==> src/rtl/adder_pkg.sv <==
// Shared constants for the bit-serial adder: FSM state encoding and a
// width helper for sizing the bit counter.
package adder_pkg;

    localparam logic [1:0] ST_IDLE = 2'd0;
    localparam logic [1:0] ST_RUN  = 2'd1;
    localparam logic [1:0] ST_DONE = 2'd2;

    typedef enum logic [1:0] {
        S_IDLE = ST_IDLE,
        S_RUN  = ST_RUN,
        S_DONE = ST_DONE
    } state_e;

    // Ceiling log2; returns 0 for value <= 1, so callers clamp to a minimum width.
    function automatic int clog2(input int value);
        int r;
        int v;
        r = 0;
        v = value - 1;
        while (v > 0) begin
            r = r + 1;
            v = v >> 1;
        end
        return r;
    endfunction

endpackage

==> src/rtl/serial_adder_if.sv <==
// Start/busy/done handshake and operand/result bus between the serial adder
// and the surrounding datapath.
interface serial_adder_if #(
    parameter int WIDTH = 8
);
    logic             start;
    logic [WIDTH-1:0] a;
    logic [WIDTH-1:0] b;
    logic             cin;
    logic             busy;
    logic             done;
    logic [WIDTH-1:0] sum;
    logic             cout;

    modport master (
        output start, a, b, cin,
        input  busy, done, sum, cout
    );

    modport slave (
        input  start, a, b, cin,
        output busy, done, sum, cout
    );
endinterface

==> src/rtl/full_adder.sv <==
// One-bit full adder cell built from two half adders and an OR of their
// carries; purely combinational.
module half_adder (
    input  logic a,
    input  logic b,
    output logic s,
    output logic c_out
);
    assign s     = a ^ b;
    assign c_out = a & b;
endmodule

module full_adder (
    input  logic x,
    input  logic y,
    input  logic c_in,
    output logic s,
    output logic c_out
);
    logic s0;
    logic c0;
    logic c1;

    half_adder u_ha0 (.a(x),  .b(y),    .s(s0), .c_out(c0));
    half_adder u_ha1 (.a(s0), .b(c_in), .s(s),  .c_out(c1));

    // At most one of the two half-adder carries can be set, so OR is exact.
    assign c_out = c0 | c1;
endmodule

==> src/rtl/serial_adder.sv <==
// Bit-serial adder: adds two WIDTH-bit operands LSB-first through a single
// full adder cell, one bit per clock, with a start/busy/done handshake.
module serial_adder
    import adder_pkg::*;
#(
    parameter int WIDTH = 8
) (
    input  logic          clk,
    input  logic          rst_n,
    serial_adder_if.slave bus
);

    localparam int CNT_W = (clog2(WIDTH) < 1) ? 1 : clog2(WIDTH);
    localparam logic [CNT_W-1:0] CNT_LAST = CNT_W'(WIDTH - 1);

    state_e             state_q;
    logic [WIDTH-1:0]   a_sh_q;
    logic [WIDTH-1:0]   b_sh_q;
    logic [WIDTH-1:0]   res_sh_q;
    logic [WIDTH-1:0]   res_sh_d;
    logic               carry_q;
    logic [CNT_W-1:0]   cnt_q;
    logic               busy_q;
    logic               done_q;
    logic [WIDTH-1:0]   sum_q;
    logic               cout_q;
    logic               fa_s;
    logic               fa_c;

    full_adder u_fa (
        .x     (a_sh_q[0]),
        .y     (b_sh_q[0]),
        .c_in  (carry_q),
        .s     (fa_s),
        .c_out (fa_c)
    );

    // New result bit enters at the MSB so the word is aligned after WIDTH shifts.
    generate
        if (WIDTH == 1) begin : g_res_w1
            assign res_sh_d = fa_s;
        end else begin : g_res_wn
            assign res_sh_d = {fa_s, res_sh_q[WIDTH-1:1]};
        end
    endgenerate

    always_ff @(posedge clk or negedge rst_n) begin
        if (!rst_n) begin
            state_q  <= S_IDLE;
            a_sh_q   <= '0;
            b_sh_q   <= '0;
            res_sh_q <= '0;
            carry_q  <= 1'b0;
            cnt_q    <= '0;
            busy_q   <= 1'b0;
            done_q   <= 1'b0;
            sum_q    <= '0;
            cout_q   <= 1'b0;
        end else begin
            // NOTE: non-blocking assignments so every register samples the
            // pre-edge values of the others, independent of statement order.
            done_q <= 1'b0;
            case (state_q)
                S_IDLE, S_DONE: begin
                    if (bus.start) begin
                        a_sh_q  <= bus.a;
                        b_sh_q  <= bus.b;
                        carry_q <= bus.cin;
                        cnt_q   <= '0;
                        busy_q  <= 1'b1;
                        state_q <= S_RUN;
                    end else begin
                        state_q <= S_IDLE;
                    end
                end
                S_RUN: begin
                    res_sh_q <= res_sh_d;
                    a_sh_q   <= a_sh_q >> 1;
                    b_sh_q   <= b_sh_q >> 1;
                    carry_q  <= fa_c;
                    cnt_q    <= cnt_q + CNT_W'(1);
                    if (cnt_q == CNT_LAST) begin
                        sum_q   <= res_sh_d;
                        cout_q  <= fa_c;
                        busy_q  <= 1'b0;
                        done_q  <= 1'b1;
                        state_q <= S_DONE;
                    end
                end
                default: begin
                    busy_q  <= 1'b0;
                    state_q <= S_IDLE;
                end
            endcase
        end
    end

    assign bus.busy = busy_q;
    assign bus.done = done_q;
    assign bus.sum  = sum_q;
    assign bus.cout = cout_q;

endmodule

==> src/flat_wrapper.sv <==
// flat-port wrapper written by rule: the top's interface ports become plain ports
module serial_adder_flat import adder_pkg::*;
#(
    parameter int WIDTH = 8
)
  (clk, rst_n, bus_start, bus_a, bus_b, bus_cin, bus_busy, bus_done, bus_sum, bus_cout);
  serial_adder_if #(.WIDTH(WIDTH)) bus_i ();
  input  logic clk;
  input  logic rst_n;
  input wire logic [$bits(bus_i.start)-1:0] bus_start;
  input wire logic [$bits(bus_i.a)-1:0] bus_a;
  input wire logic [$bits(bus_i.b)-1:0] bus_b;
  input wire logic [$bits(bus_i.cin)-1:0] bus_cin;
  output wire logic [$bits(bus_i.busy)-1:0] bus_busy;
  output wire logic [$bits(bus_i.done)-1:0] bus_done;
  output wire logic [$bits(bus_i.sum)-1:0] bus_sum;
  output wire logic [$bits(bus_i.cout)-1:0] bus_cout;
  assign bus_i.start = bus_start;
  assign bus_i.a = bus_a;
  assign bus_i.b = bus_b;
  assign bus_i.cin = bus_cin;
  assign bus_busy = bus_i.busy;
  assign bus_done = bus_i.done;
  assign bus_sum = bus_i.sum;
  assign bus_cout = bus_i.cout;
  serial_adder #(.WIDTH(WIDTH)) u_core (.clk(clk), .rst_n(rst_n), .bus(bus_i));
endmodule
==> config.mk <==
export PLATFORM = sky130hd
export DESIGN_NAME = serial_adder_flat
export DESIGN_NICKNAME = d
export VERILOG_FILES = /design/src/rtl/adder_pkg.sv /design/src/rtl/serial_adder_if.sv /design/src/rtl/full_adder.sv /design/src/rtl/serial_adder.sv /design/src/flat_wrapper.sv
export SDC_FILE = /design/constraint.sdc
export NUM_CORES = 1
export LEC_CHECK = 0
export CAP_MARGIN = 10
export CELL_PAD_IN_SITES_DETAIL_PLACEMENT = 0
export CELL_PAD_IN_SITES_GLOBAL_PLACEMENT = 1
export CORE_MARGIN = 5
export CORE_UTILIZATION = 44
export CTS_CLUSTER_SIZE = 14
export DETAILED_ROUTE_END_ITERATION = 16
export GPL_TIMING_DRIVEN = 0
export PLACE_DENSITY_LB_ADDON = 0.1
export RECOVER_POWER = 50
export SKIP_LAST_GASP = 1
export SYNTH_ARGS = -nofsm -noshare
export SYNTH_HDL_FRONTEND = slang
export SYNTH_SLANG_ARGS = --single-unit
==> constraint.sdc <==
create_clock -name clk -period 4.2 [get_ports clk]
set_clock_uncertainty 0.1 [all_clocks]
set_input_delay 1.26 -clock clk [delete_from_list [all_inputs] [get_ports clk]]
set_output_delay 1.26 -clock clk [all_outputs]
set_load 0.01 [all_outputs]
After elaboration in Yosys (flattened, before gate mapping)
Cells that the tools add are included.

Add/sub/neg operators: 1. Bitwise gates (word level): 5. Reductions and logical operators: 6. Equality and inequality tests: 5. Muxes and demuxes: 16.

Operators by type and width (count): $pmux 8 s2 (2); $mux 8 (2); $mux 1 (6); $pmux 3 s2 (1); $reduce_and 2->1 (3); $pmux 1 s2 (2); $pmux 2 s2 (1); $add 3x1->3 const B (1); $eq 3x3->1 const B (1); $mux 3 (1); $and 1x1->1 (2); $eq 2x1->1 const B (1); $eq 2x2->1 const B (1); $logic_not 2->1 (1); $mux 2 (1); $ne 2x1->1 const B (1); $ne 2x2->1 const B (1); $reduce_bool 2->1 (1); $reduce_or 2->1 (1); $xor 1x1->1 (2); $or 1x1->1 (1).

Word-level logic and storage cells: 43. Register bits after elaboration: 41.

Logic depth before layout (Yosys ltp)
Gate-level depths: netlist of the first run.

Word-level depth: 4. Depth in mapped cells: 6. Mapped depth without buffers: 5.

Hierarchy
From an unflattened synthesis of the first run, not the netlist that was laid out.

Cells, all modules: 157. Area total of the unflattened synthesis: 1889.3 µm².

Modules (own cells, without submodules): serial_adder (sequential area each 1001.0 µm², cells each 154, area each 1858.0 µm², instances 1); half_adder (sequential area each 0.0 µm², cells each 1, area each 12.5 µm², instances 2); full_adder (sequential area each 0.0 µm², cells each 1, area each 6.3 µm², instances 1).

Worst setup path before layout of the first run
No wires, ideal clock.

Path kind: input to register. Start point: in bus_start. End point: reg u_core.a_sh_q[1]. Cell stages on the path: 4. Setup slack: 2184 ps. Setup time: 124 ps. Data arrival time: 1793 ps. Cells stage by stage: nor2_1 a21o_1 buf_2 a21oi_1.

Word-level cells in the longest chain between the ends: 2.

Ends and longest elaborated chain: start, declared (RTL line flat_wrapper.sv:10) `input wire logic [$bits(bus_i.start)-1:0] bus_start;`; $ne 2x2->1 (no source line); $reduce_and 2->1 (no source line); end signal, assigned (RTL line serial_adder.sv:66) `a_sh_q <= bus.a;`; end signal, assigned (RTL line serial_adder.sv:78) `a_sh_q <= a_sh_q >> 1;`; end, declared (RTL line serial_adder.sv:17) `logic [WIDTH-1:0] a_sh_q;`.

No other way between the ends. A chain may end at the register's enable or synchronous reset.

Worst setup path after layout of the first run
Start point: reg u_core.busy_q, in the netlist u_core.bus.busy. End point: out bus_busy.

RTL lines: start, declared (RTL line serial_adder.sv:23) `logic busy_q;`; start signal, assigned (RTL line serial_adder.sv:55) `busy_q <= 1'b0;`; start signal, assigned (RTL line serial_adder.sv:70) `busy_q <= 1'b1;`; start signal, assigned (RTL line serial_adder.sv:85) `busy_q <= 1'b0;`; end, declared (RTL line flat_wrapper.sv:14) `output wire logic [$bits(bus_i.busy)-1:0] bus_busy;`.

No word-level cell between the ends.

==> results of run 1 <==
## state kept, by name, summed over array words and instances, names as in the netlist
register and cells:
u_core.cnt_q 3, u_core.b_sh_q 8, u_core.bus.cout 1, u_core.res_sh_q 7
u_core.bus.done 1, u_core.carry_q 1, u_core.bus.sum 8, u_core.state_q 2
u_core.bus.busy 1, u_core.a_sh_q 8
## worst paths after layout
path	from	end	depth (start not counted)
max in group asynchronous	rst_n	u_core.bus.cout$_DFFE_PN0P_	1
min	u_core.res_sh_q[1]$_DFFE_PN0P_	u_core.res_sh_q[1]$_DFFE_PN0P_	2
min reg2reg	u_core.res_sh_q[1]$_DFFE_PN0P_	u_core.res_sh_q[1]$_DFFE_PN0P_	2
min in group asynchronous	rst_n	u_core.bus.done$_DFF_PN0_	1
max	u_core.bus.busy$_DFFE_PN0P_	bus_busy	1
max reg2reg	u_core.state_q[1]$_DFFE_PN0P_	u_core.b_sh_q[5]$_DFFE_PN0P_	6
## routing by layer
| layer | track usage, % | up-vias | share of wire [%] |
|---|---|---|---|
| li1 | - | 595 | - |
| met5 | 0 | - | 0 |
| met2 | 26.5 | 22 | 54 |
| met1 | 15.8 | 611 | 41 |
| met4 | 3.02 | 0 | 0.12 |
| met3 | 4.73 | 2 | 4.5 |
## metrics by stage
| stage | utilization (%) | power, W | hold WS (ns) |
|---|---|---|---|
| 2_1_floorplan | - | 0.00114 | 0.344 |
| 3_3_place_gp | 54.2 | 0.00134 | 0.371 |
| 3_5_place_dp | 54.1 | 0.00137 | 0.375 |
| 4_1_cts | 57.2 | 0.00171 | 0.392 |
| 5_1_grt | 55.2 | 0.00174 | 0.418 |
| 6_report | 55.2 | 0.00160 | 0.384 |
## placed cells by master (no fill, tap or decap), drive strengths merged, types with 2 or more instances in the layout
| master | count |
|---|---|
| clkdlybuf4s50 | 29 |
| mux2 | 12 |
| a211oi | 4 |
| buf | 6 |
| nor2b | 5 |
| a21oi | 15 |
| nand2 | 25 |
| o22ai | 11 |
| nor2 | 3 |
| o21ai | 2 |
| ha | 2 |
| inv | 13 |
| a22o | 3 |
| dfrtp | 40 |
| clkbuf | 11 |
| mux2i | 5 |
| nand2b | 2 |
## cells in the mapped netlist (2+ instances only)
cell,n
mux2_2,3
o21ai_0,2
mux2_4,9
dfrtp_1,40
a21oi_1,15
buf_2,2
nor2b_1,4
buf_6,4
a211oi_1,4
nor2_1,3
nand2b_1,2
nand2_1,24
ha_1,2
mux2i_1,5
o22ai_1,11
inv_1,13
a22o_1,3
## logic make-up (layout without fill, tap and decap cells)
group / count (synthesis) / after routing / synth area share, %
fa+ha+maj: 3 / 3 / 2.50
mux: 17 / 17 / 12.1
flops: 40 / 40 / 55.5
buf+inv: 23 / 61 / 7.98
simple gates: 36 / 36 / 9.85
compound gates: 36 / 36 / 12.1
## power groups by stage
stage	Sequential (W)	Combinational, W	Clock [W]
floorplan	0.000666	0.000471	0
global placement	0.000666	0.000672	0
detailed placement	0.000677	0.000692	0
CTS	0.000668	0.000694	0.000349
global route	0.000685	0.000688	0.000364
finish	0.000661	0.000605	0.000337
## cell type report
cell class / instances / area [um2]
flip-flops and latches: 40 / 1000
repair buffers: 30 / 295
plain buffers: 9 / 55.1
clock inverters: 1 / 30.0
well taps: 50 / 62.6
fillers: 361 / 1790
multi-input cells: 92 / 613
inverters: 14 / 53.8
clock buffers: 7 / 96.3
## worst reg2reg max path: cells and delay by family (launching register included)
kind | cells | cell delay, ns
buffers and inverters | 3 | 1.19
DFF | 1 | 0.39
AOI/OAI and AO/OA | 2 | 0.28
and+or+nand+nor | 1 | 0.18
==> results by group, run 1 <==
CTS
  • Clock transition at path regs: 0.08 ns
  • Clock Latency Late Sink: around 0.28 ns
  • Clk sink count: 40
  • CTS tree: built
  • Maximum root-to-sink buffer count: 2
  • PostCTS Resize Cnt: 0
  • Cts bufs inserted: 5
  • Hold buffers post-CTS: 0
  • Post-CTS Setup Bufs: 0
  • Root buffer cell: clkbuf_8
  • Htree depth: 2

Power
  • Combinational share of power: 37.8%
  • Pwr Density: 726 mW/mm2
  • Clock power frac: a little over a fifth
  • Sequential share of power: 41.2%
  • P_int: approximately 0.0011 W
  • Net Switching: 0.000521 W
  • Net Sw Frac: between 30% and 40%
  • Leak: 1.04 nW
  • IR drop worst, VDD: 0.000371 V

Synth
  • Asr flop ratio synth: 100%
  • Post-synth EDFFs: 0
  • Post-synth net total: 178
  • Area contributors post-synth: dfrtp_1 55%, mux2_4 7.5%, nand2_1 5.0%, a21oi_1 4.2%, o22ai_1 3.8%
  • Flops & latches, synth: 40
  • Ys Warns: 0
  • Yosys top cell area share: 55.5%
  • Cell area after synthesis: around 0.0018 mm2
  • Top_reg_cell synth: dfrtp_1
  • Sequential fraction of the synthesis area: 55.5%
  • Area leader, netlist: dfrtp_1
  • Average cell area after synthesis: roughly 12 um2
  • Mapped Cells: 155
  • Post-synth cell types: 26

Floorplanning
  • Die area: 0.00548 mm2
  • Die width: between 70 and 80 um
  • Core area: 0.00400 mm2
  • FP Rows: 23
  • Ports: 31
  • Initial Util: 45.1%
  • Die Ht: around 74 um

Placed design
  • Post-DP Area: 0.00216 mm2
  • IO Port Bufs: 30
  • Post-Place Worst Slack: roughly 1.5 ns
  • Placed instance count: about 240
  • Gpl congestion: slightly below 0.8
  • DP HPWL: 2460 um

Critical path
  • Arr. time, crit path: 1.19 ns
  • Critical path, cell by cell: clkdlybuf4s50_1
  • Startpoint Class: flip-flop
  • CP max FO: 3
  • Worst path max stage delay: 0.54 ns
  • Crit path max-delay cell type: clkdlybuf4s50_1
  • CP required: 2.84 ns
  • CP top delay family: buffers and inverters
  • Critical path type: flip-flop to output pin
  • CP Capture Type: output pin
  • Reg-to-reg setup timing slack: about 2.0 ns
  • WP buf/inv: 1

Global route
  • All-layer global routing usage: 14.3%
  • Number of global-route vias before repair: 1,378
  • First-pass GRT wire length: 5980 um
  • Grt ovf: 0
  • Initial antenna violation count: 0
  • Largest net degree at the start of global routing: a little over 40

Routing
  • Vias/cell: around 5
  • WL final: 3400 um
  • Starting DRC count in detailed routing: 52
  • Routed len/inst: roughly 14 um
  • Via Count: 1,230
  • # DRC: 0
  • Detail Route Antenna Nets: 0
  • Drt pass-1 iters: 4

STA
  • Final setup vio count: 0
  • Setup TNS: 0 ns
  • Max-slew violations: 0
  • Max Freq: 392 MHz
  • Final min period: ~2.6 ns
  • Setup ws final: about 1.6 ns
  • Tcrit/Tclk final: approximately 61%
  • Final Hold Violating Endpoints: 0
  • Worst-Margin Slew: about 0.88 ns
  • Unrepaired setup endpoints after global routing: no
  • Worst slew margin: 41.1%

Finish
  • Final Non-Filler Cells: 243
  • Nets: 215
  • Area Growth Syn to Fin: 22.3%
  • N_diodes: 0
  • Share of cells above drive strength 1: approximately 10%
  • Final Instance Area: 0.00221 mm2

Worst hold path
  • Hold Crit Class: flip-flop to flip-flop

Flow run
  • Number of max-cap violations: 0

Run status
  • Run status: finished, final reports clean
Note: power is estimated with default switching activity, not from simulation.
==> run 2, diff against run 1 <==
- CORE_UTILIZATION: 44 -> 37
- clock period: 4.2 -> 2.05 ns (I/O delays scaled with it)
==> run 2 against run 1 <==
Sequential power is 110% higher; register-to-register slack got worse by 1.8 ns; sequential share of layout area shrank 0.78 points; combinational power is 120% higher; global-route usage decreased by 2.0 points; cell count increased by 7.0%; die area is 16% higher; cell area increased by 1.8%; total power up 100%; utilization fell by 7.6 points; largest power group unchanged.
==> results by group, run 2 (synthesis gave the netlist of run 1 again) <==
Run status
  • Run status: finished, final reports clean

STA
  • Max Freq: 521 MHz
  • Max-slew violations: 0 (unchanged)
  • Final hold slack: 0.371 ns (-0.0122 ns)
  • Final setup vio count: 0 (unchanged)
  • Unrepaired setup endpoints after global routing: no
  • Worst slew margin: 34.4% (-6.7 points)
  • Final min period: 1.92 ns
  • Tcrit/Tclk final: 93.6%
  • Worst-Margin Slew: 0.984 ns (+0.100 ns)
  • Final Hold Violating Endpoints: 0 (unchanged)

Power
  • Net Sw Frac: 33.6% (+1.1 points)
  • Clock power frac: 16.6% (-4.4 points)
  • Combinational share of power: 41.5% (+3.7 points)
  • Pwr Density: 1450 mW/mm2 (+99%)
  • Sequential share of power: 41.9% (+0.7 points)
  • IR drop worst, VDD: 0.000499 V (+34%)
  • P_int: 0.00216 W (+99%)
  • Net Switching: 0.00109 W (+110%)
  • Leak: 1.08 nW (+3.5%)

Floorplanning
  • Ports: 31 (unchanged)
  • Die Ht: 79.8 um (+7.8%)
  • Die width: 79.8 um (+7.8%)
  • FP Rows: 25 (+8.7%)
  • Core area: 0.00472 mm2 (+18%)
  • Die area: 0.00637 mm2 (+16%)
  • Initial Util: 38.2% (-6.9 points)

Critical path
  • Worst path max stage delay: 0.54 ns (about the same)
  • Critical path, cell by cell: clkdlybuf4s50_1
  • CP max FO: 3 (unchanged)
  • Arr. time, crit path: 1.20 ns (about the same)
  • WP buf/inv: 1 (unchanged)
  • CP top delay family: buffers and inverters
  • Critical Path Stages: 1 (unchanged)
  • Startpoint Class: flip-flop
  • R2r startpoint: u_core.cnt_q[0]$_DFFE_PN0P_
  • Reg-to-reg setup timing slack: 0.21 ns (-1.78 ns)
  • Reg2Reg Depth: 5 (-1)
  • CP Capture Type: output pin
  • CP required: 1.33 ns (-1.51 ns)
  • Reg2reg end: u_core.bus.sum[7]$_DFFE_PN0P_
  • Crit path max-delay cell type: clkdlybuf4s50_1
  • Critical path type: flip-flop to output pin

CTS
  • Hold buffers post-CTS: 0 (unchanged)
  • Post-CTS Setup Bufs: 0 (unchanged)
  • Clock transition at path regs: 0.08 ns (about the same)
  • Clk sink count: 40 (unchanged)
  • Cts bufs inserted: 5 (unchanged)
  • Root buffer cell: clkbuf_8
  • PostCTS Resize Cnt: 0 (unchanged)
  • Htree depth: 2 (unchanged)
  • Clock Latency Late Sink: 0.29 ns (about the same)
  • CTS tree: built
  • Maximum root-to-sink buffer count: 2 (unchanged)

Finish
  • Nets: 215 (unchanged)
  • N_diodes: 0 (unchanged)
  • Commonest non-fill, non-tap cell in the layout: dfrtp_1
  • Area occupied by multi-input gates: 643 um2 (+4.9%)
  • Share of cells above drive strength 1: 15.5% (+5.2 points)
  • Most frequent cells in the layout: 40 x dfrtp_1, 29 x clkdlybuf4s50_1, 25 x nand2_1
  • Area Growth Syn to Fin: 24.5%
  • Reg area: 0.00100 mm2 (unchanged)
  • Final cell utilization of the core: 47.5% (-7.6 points)
  • Layout filler cell count: 434 (+20%)

Routing
  • Starting DRC count in detailed routing: 65 (+25%)
  • Detail Route Antenna Nets: 0 (unchanged)
  • Routed len/inst: 13.3 um (-5.1%)
  • Via Count: 1,211 (-1.5%)
  • WL final: 3450 um (+1.5%)
  • Drt pass-1 iters: 4 (unchanged)
  • Vias/cell: 4.66 (-8.0%)
  • # DRC: 0 (unchanged)

Global route
  • First-pass GRT wire length: 6040 um (+1.0%)
  • Number of global-route vias before repair: 1,285 (-6.7%)
  • Initial antenna violation count: 0 (unchanged)
  • Largest net degree at the start of global routing: 41 (unchanged)
  • All-layer global routing usage: 12.2% (-2.0 points)
  • Grt ovf: 0 (unchanged)

Flow run
  • Number of max-cap violations: 0 (unchanged)

Worst hold path
  • Hold Crit Class: primary input to async pin

Placed design
  • Gpl congestion: 0.773 (-0.27%)
  • IO Port Bufs: 30 (unchanged)
  • DP HPWL: 2450 um (-0.49%)
run 2: changes by cell type in the layout (fill, tap and decap cells not counted), moves of 2 or more:
cell,delta
mux2_1,-8
clkbuf_1,-2
clkbuf_2,+2
clkinv_2,+2
mux2_4,+8
run 2: routing by layer:
metal	wire length [um]	vias up	global-route usage (%)	part of all wire, %
met5	0	-	0	0
li1	-	601	-	-
met1	1570	580	14.4	46
met3	177	6	4.18	5.1
met4	48	0	4.05	1.4
met2	1650	24	20.8	48
run 2: through the flow:
step | std cells | TNS (ns) | total power (W) | area [um2] | setup slack (ns)
floorplan | 155 | 0 | 0.00233 | 1800 | 0.578
global placement | 252 | -28.33 | 0.00275 | 2190 | -0.710
detailed placement | 252 | -0.118 | 0.00280 | 2180 | -0.0196
CTS | 260 | 0 | 0.00335 | 2280 | 0.107
global route | 260 | 0 | 0.00352 | 2250 | 0.0822
finish | 260 | 0 | 0.00325 | 2250 | 0.131
run 2: area by class of cell:
type,count,share of cell area (%)
Multi-Input combinational cell,92,28.6
Clock inverter,2,0.446
Timing Repair Buffer,30,13.1
Buffer,9,3.23
Tap cell,67,3.73
Inverter,14,2.56
Clock buffer,6,3.68
Sequential cell,40,44.6
run 2: worst max path at each step:
stage | startpoint | to | slack, ns
after floorplan | u_core.cnt_q[0]$_DFFE_PN0P_ | u_core.bus.sum[0]$_DFFE_PN0P_ | 0.58
after global placement | rst_n | u_core.b_sh_q[4]$_DFFE_PN0P_ | -0.71
after detailed placement | bus_start | u_core.b_sh_q[4]$_DFFE_PN0P_ | -0.02
after CTS | u_core.bus.busy$_DFFE_PN0P_ | bus_busy | 0.11
after global routing | u_core.bus.busy$_DFFE_PN0P_ | bus_busy | 0.08
final | u_core.bus.busy$_DFFE_PN0P_ | bus_busy | 0.13
run 2: power by group through the flow:
stage / combinational [W] / sequential (W) / clock, W
floorplan: 0.000965 / 0.00137 / 0
global placement: 0.00139 / 0.00136 / 0
detailed placement: 0.00141 / 0.00138 / 0
CTS: 0.00142 / 0.00137 / 0.000558
global route: 0.00151 / 0.00141 / 0.000598
finish: 0.00135 / 0.00136 / 0.000538
==> run 3, diff against run 2 <==
- PLACE_DENSITY: default -> 0.71
- PLACE_DENSITY_LB_ADDON: 0.1 -> default
==> run 3 against run 2 <==
First-iteration DRC count shrank 48%; critical path depth is the same; combinational power about the same; routed wire length grew 1.9%; critical path type unchanged; largest cell class unchanged; largest power group unchanged.
==> results by group, run 3 (synthesis gave the netlist of run 1 again) <==
STA
  • Worst-Margin Slew: 0.994 ns (+0.00987 ns)
  • Max Freq: 511 MHz (-1.9%)
  • Setup ws final: 0.0927 ns (-0.0379 ns)
  • Setup TNS: 0 ns (unchanged)
  • Tcrit/Tclk final: 95.5% (+1.8 points)
  • Worst slew margin: 33.8% (-0.66 points)
  • Final setup vio count: 0 (unchanged)
  • Final min period: 1.96 ns (+0.0379 ns)
  • Final Hold Violating Endpoints: 0 (unchanged)
  • Max-slew violations: 0 (unchanged)
  • Unrepaired setup endpoints after global routing: no

Floorplanning
  • Initial Util: 38.2% (unchanged)
  • FP Rows: 25 (unchanged)
  • Core area: 0.00472 mm2 (unchanged)
  • Die Ht: 79.8 um (unchanged)
  • Ports: 31 (unchanged)
  • Die area: 0.00637 mm2 (unchanged)
  • Die width: 79.8 um (unchanged)

Routing
  • # DRC: 0 (unchanged)
  • Starting DRC count in detailed routing: 34 (-48%)
  • WL final: 3510 um (+1.9%)
  • Detail Route Antenna Nets: 0 (unchanged)
  • Via Count: 1,232 (+1.7%)
  • Drt pass-1 iters: 4 (unchanged)
  • Vias/cell: 4.74 (+1.7%)
  • Routed len/inst: 13.5 um (+1.9%)

CTS
  • Cts bufs inserted: 5 (unchanged)
  • PostCTS Resize Cnt: 0 (unchanged)
  • Hold buffers post-CTS: 0 (unchanged)
  • Clk sink count: 40 (unchanged)
  • Root buffer cell: clkbuf_8
  • Maximum root-to-sink buffer count: 2 (unchanged)
  • Clock transition at path regs: 0.07 ns (about the same)
  • Htree depth: 2 (unchanged)
  • Post-CTS Setup Bufs: 0 (unchanged)
  • Clock Latency Late Sink: 0.29 ns (about the same)
  • CTS tree: built

Power
  • Pwr Density: 1450 mW/mm2 (+0.36%)
  • IR drop worst, VDD: 0.000569 V (+14%)
  • Leak: 1.07 nW (-0.34%)

Critical path
  • Crit path max-delay cell type: clkdlybuf4s50_1
  • Critical path type: flip-flop to output pin
  • CP Capture Type: output pin
  • Startpoint Class: flip-flop
  • CP max FO: 3 (unchanged)
  • Arr. time, crit path: 1.24 ns (+0.04 ns)
  • CP top delay family: buffers and inverters
  • Worst path max stage delay: 0.56 ns (+0.02 ns)
  • Critical path, cell by cell: clkdlybuf4s50_1
  • WP buf/inv: 1 (unchanged)
  • CP required: 1.33 ns (about the same)

Finish
  • Layout filler cell count: 446 (+2.8%)
  • N_diodes: 0 (unchanged)
  • Area Growth Syn to Fin: 24.7%
  • Area occupied by multi-input gates: 643 um2 (unchanged)
  • Commonest non-fill, non-tap cell in the layout: dfrtp_1
  • Most frequent cells in the layout: 40 x dfrtp_1, 29 x clkdlybuf4s50_1, 25 x nand2_1
  • Nets: 215 (unchanged)
  • Reg area: 0.00100 mm2 (unchanged)
  • Share of cells above drive strength 1: 14.5% (-1.0 points)

Run status
  • Run status: finished, final reports clean

Global route
  • Initial antenna violation count: 0 (unchanged)
  • Grt ovf: 0 (unchanged)
  • Number of global-route vias before repair: 1,330 (+3.5%)
  • All-layer global routing usage: 12.4% (+0.12 points)
  • Largest net degree at the start of global routing: 41 (unchanged)
  • First-pass GRT wire length: 6130 um (+1.5%)

Flow run
  • Number of max-cap violations: 0 (unchanged)

Worst hold path
  • Hold Crit Class: primary input to async pin

Placed design
  • DP HPWL: 2520 um (+3.0%)
  • IO Port Bufs: 30 (unchanged)
  • Gpl congestion: 0.780 (+0.93%)
  • Post-Place Worst Slack: 0.00330 ns (+0.0229 ns)
## run 3: cell types whose count changed in the layout (fill, tap and decap cells not counted)
cell	before	now
clkbuf_2	2	1
clkbuf_1	2	4
buf_6	2	3
clkinv_2	2	0
## run 3: layer usage
| metal | global-route usage [%] | wire length [um] | vias up | share of wire [%] |
|---|---|---|---|---|
| met4 | 6.08 | 87 | 0 | 2.5 |
| met1 | 15.4 | 1620 | 593 | 46 |
| met3 | 3.50 | 194 | 10 | 5.5 |
| met2 | 19.6 | 1610 | 32 | 46 |
| li1 | - | - | 597 | - |
| met5 | 0 | 0 | - | 0 |
## run 3: worst paths after layout
path                       cells after the start                      startpoint                              to  slack (ns)
max                                            1     u_core.bus.busy$_DFFE_PN0P_                        bus_busy        0.09
min                                            1                           rst_n     u_core.bus.cout$_DFFE_PN0P_        0.38
max reg2reg                                    5     u_core.cnt_q[0]$_DFFE_PN0P_   u_core.bus.sum[7]$_DFFE_PN0P_        0.22
min reg2reg                                    2  u_core.res_sh_q[1]$_DFFE_PN0P_  u_core.res_sh_q[1]$_DFFE_PN0P_        0.39
max in group asynchronous                      1                           rst_n    u_core.a_sh_q[1]$_DFFE_PN0P_        0.86
min in group clk                               2  u_core.res_sh_q[1]$_DFFE_PN0P_  u_core.res_sh_q[1]$_DFFE_PN0P_        0.39
## run 3: cell type report
class                   instances  area share, %
plain buffers                   9           3.50
clock buffers                   8           4.00
flip-flops and latches         40           44.5
repair buffers                 30           13.1
well taps                      67           3.73
multi-input cells              92           28.6
inverters                      14           2.56
## run 3: report_power, final
group          switching, W  leakage (nW)  total (W)  internal [W]
Sequential         0.000226         0.482    0.00137       0.00114
Clock              0.000259        0.0455   0.000533      0.000274
Combinational      0.000603         0.547    0.00136      0.000761
## run 3: through the flow
stage	cells	hold WS [ns]	power [W]	instance area [um2]	utilization (%)
CTS	260	0.371	0.00335	2270	48.1
finish	260	0.375	0.00327	2250	47.6
global route	260	0.424	0.00354	2250	47.6
floorplan	155	0.219	0.00233	1800	-
detailed placement	252	0.368	0.00281	2180	46.2
global placement	252	0.367	0.00274	2190	46.3
==> RTL edit: new RTL, config.mk and constraints of run 3 <==
`WIDTH` is set to 8 in 3 places; all go to 7.
--- a/src/rtl/serial_adder_if.sv
+++ b/src/rtl/serial_adder_if.sv
@@ -2,5 +2,5 @@
 // and the surrounding datapath.
 interface serial_adder_if #(
-    parameter int WIDTH = 8
+    parameter int WIDTH = 7
 );
     logic             start;
--- a/src/rtl/serial_adder.sv
+++ b/src/rtl/serial_adder.sv
@@ -4,5 +4,5 @@
     import adder_pkg::*;
 #(
-    parameter int WIDTH = 8
+    parameter int WIDTH = 7
 ) (
     input  logic          clk,
--- a/src/flat_wrapper.sv
+++ b/src/flat_wrapper.sv
@@ -2,5 +2,5 @@
 module serial_adder_flat import adder_pkg::*;
 #(
-    parameter int WIDTH = 8
+    parameter int WIDTH = 7
 )
   (clk, rst_n, bus_start, bus_a, bus_b, bus_cin, bus_busy, bus_done, bus_sum, bus_cout);
Ports: changed (resized bus_a, bus_b and bus_sum); port bits go from 31 to 28. The function was not compared with the original's and may differ.
==> RTL edit against run 3 <==
  * Synthesized area is 13% lower
  * Count of clock-buffer cells in the layout fell by 2
  * Global-route usage rose by 0.62 points
  * Design area shrank 12%
  * Routed wire length shrank 11%
  * Sequential power decreased by 9%
  * Sequential cell count down 4
  * Clock power decreased by 3.8%
  * Worst setup slack better by 60 ps
  * Total power fell by 12%
  * Utilization up 0.97 points
  * Largest cell class unchanged
  * Highest routed layer unchanged
==> RTL edit: results (changes against run 3) <==
Placed design
  – Routability congestion estimate from global placement: 0.7120 (-8.7%)
  – Count of port buffers added during placement: 26 (-13%)
  – HPWL reported at the end of detailed placement: 2216 µm (-12%)
  – Post-placement cell count: 220 (-13%)

Synth
  – Post-synth top cells: 36 x sky130_fd_sc_hd__dfrtp_1, 23 x sky130_fd_sc_hd__nand2_1, 16 x sky130_fd_sc_hd__a21oi_1
  – Synthesized Nets: 165 (-7.3%)
  – Per-instance average area after synthesis: 10.85 µm² (-6.8%)
  – Synth cell types: 25 (-3.8%)
  – Register area share after synthesis: 57.65% (+2.2 points)
  – Largest cells by area after synthesis: sky130_fd_sc_hd__dfrtp_1 58%, sky130_fd_sc_hd__mux2_2 6.5%, sky130_fd_sc_hd__nand2_1 5.5%

Drt
  – Detailed Route Iter0 Violations: 68 (+100%)
  – Wirelength, routed: 3129 µm (-11%)
  – Routed wl met3: 100 µm (-48%)
  – Vias/cell: 4.939 (+4.2%)
  – Post-Route M1 WL: 1424 µm (-12%)

GRT
  – Number of global-route vias before repair: 1162 (-13%)
  – First-pass GRT wire length: 5430 µm (-11%)
  – Overall global routing resource usage: 12.98% (+0.62 points)

Layout
  – Number of cells in the finished layout apart from fillers: 228 (-12%)
  – Proportion of layout cells with a drive suffix above 1: 15.17% (+0.66 points)
  – Fin nets: 198 (-7.9%)
  – Number of inserted filler cells in the final layout: 359 (-20%)

Setup path
  – Slowest cell delay on critical path: 540 ps (-20 ps)
  – CP max-delay cell: sky130_fd_sc_hd__clkdlybuf4s50_1
  – Biggest fanout along the worst timing path: 2 (-1)
  – Data arrival, critical path: 1180 ps (-60 ps)

STA
  – Transition time at the pin with the least slew margin: 882.2 ps (-111.4 ps)

Power and ir drop
  – Internal cell power: 0.001877 W (-14%)

Outcome
  – Run status: finished clean
-- RTL edit: cell type report --
cell class	instances	share of cell area (%)
Buffer	8	2.284
Clock buffer	6	4.188
Clock inverter	2	0.5076
Inverter	14	2.665
Multi-Input combinational cell	86	28.55
Sequential cell	36	45.69
Tap cell	50	3.173
Timing Repair Buffer	26	12.94
-- RTL edit: cell families (layout without fill, tap and decap cells) --
logic type,count (synthesis),in the layout,synth area share [%]
compound gates,34,34,12.65
fa+ha+maj,3,3,2.882
buf+inv,22,56,6.325
flops,36,36,57.65
mux,14,14,9.688
simple gates,35,35,10.81
-- RTL edit: power by group through the flow --
stage | combinational [W] | sequential, W | clock [W]
6_report | 0.00113 | 0.00124 | 0.000513
5_1_grt | 0.00130 | 0.00128 | 0.000559
4_1_cts | 0.00116 | 0.00124 | 0.000536
3_5_place_dp | 0.00116 | 0.00125 | 0
3_3_place_gp | 0.00112 | 0.00124 | 0
2_1_floorplan | 0.000734 | 0.00124 | 0
-- RTL edit: final timing paths --
kind,startpoint,end,slack [ps],cells after the start
setup / recovery,u_core.bus.cout,bus_cout,150,1
setup reg to reg,u_core.state_q[1],u_core.bus.sum[6],430,6
hold / removal,rst_n,u_core.b_sh_q[6],340,1
max in group asynchronous,rst_n,u_core.bus.busy,960,1
hold reg to reg,u_core.res_sh_q[1],u_core.res_sh_q[1],380,2
min in group clk,u_core.res_sh_q[1],u_core.res_sh_q[1],380,2
-- RTL edit: per-stage QoR --
| step | area (µm²) | setup TNS [ps] | util [%] | setup WS (ps) | power [W] |
|---|---|---|---|---|---|
| floorplan | 1563 | 0 | - | 499.0 | 0.001976 |
| global placement | 1886 | -18460 | 46.47 | -514.5 | 0.002360 |
| detailed placement | 1881 | 0 | 46.35 | 214.0 | 0.002411 |
| CTS | 1973 | 0 | 48.63 | 140.9 | 0.002939 |
| global route | 1972 | 0 | 48.60 | 91.02 | 0.003137 |
| finish | 1972 | 0 | 48.60 | 153.0 | 0.002887 |
-- RTL edit: routing by layer --
| metal | track usage [%] | up-vias |
|---|---|---|
| met5 | 0 | - |
| met3 | 3.738 | 5 |
| met2 | 20.41 | 21 |
| met4 | 5.929 | 0 |
| met1 | 16.57 | 551 |
| li1 | - | 549 |
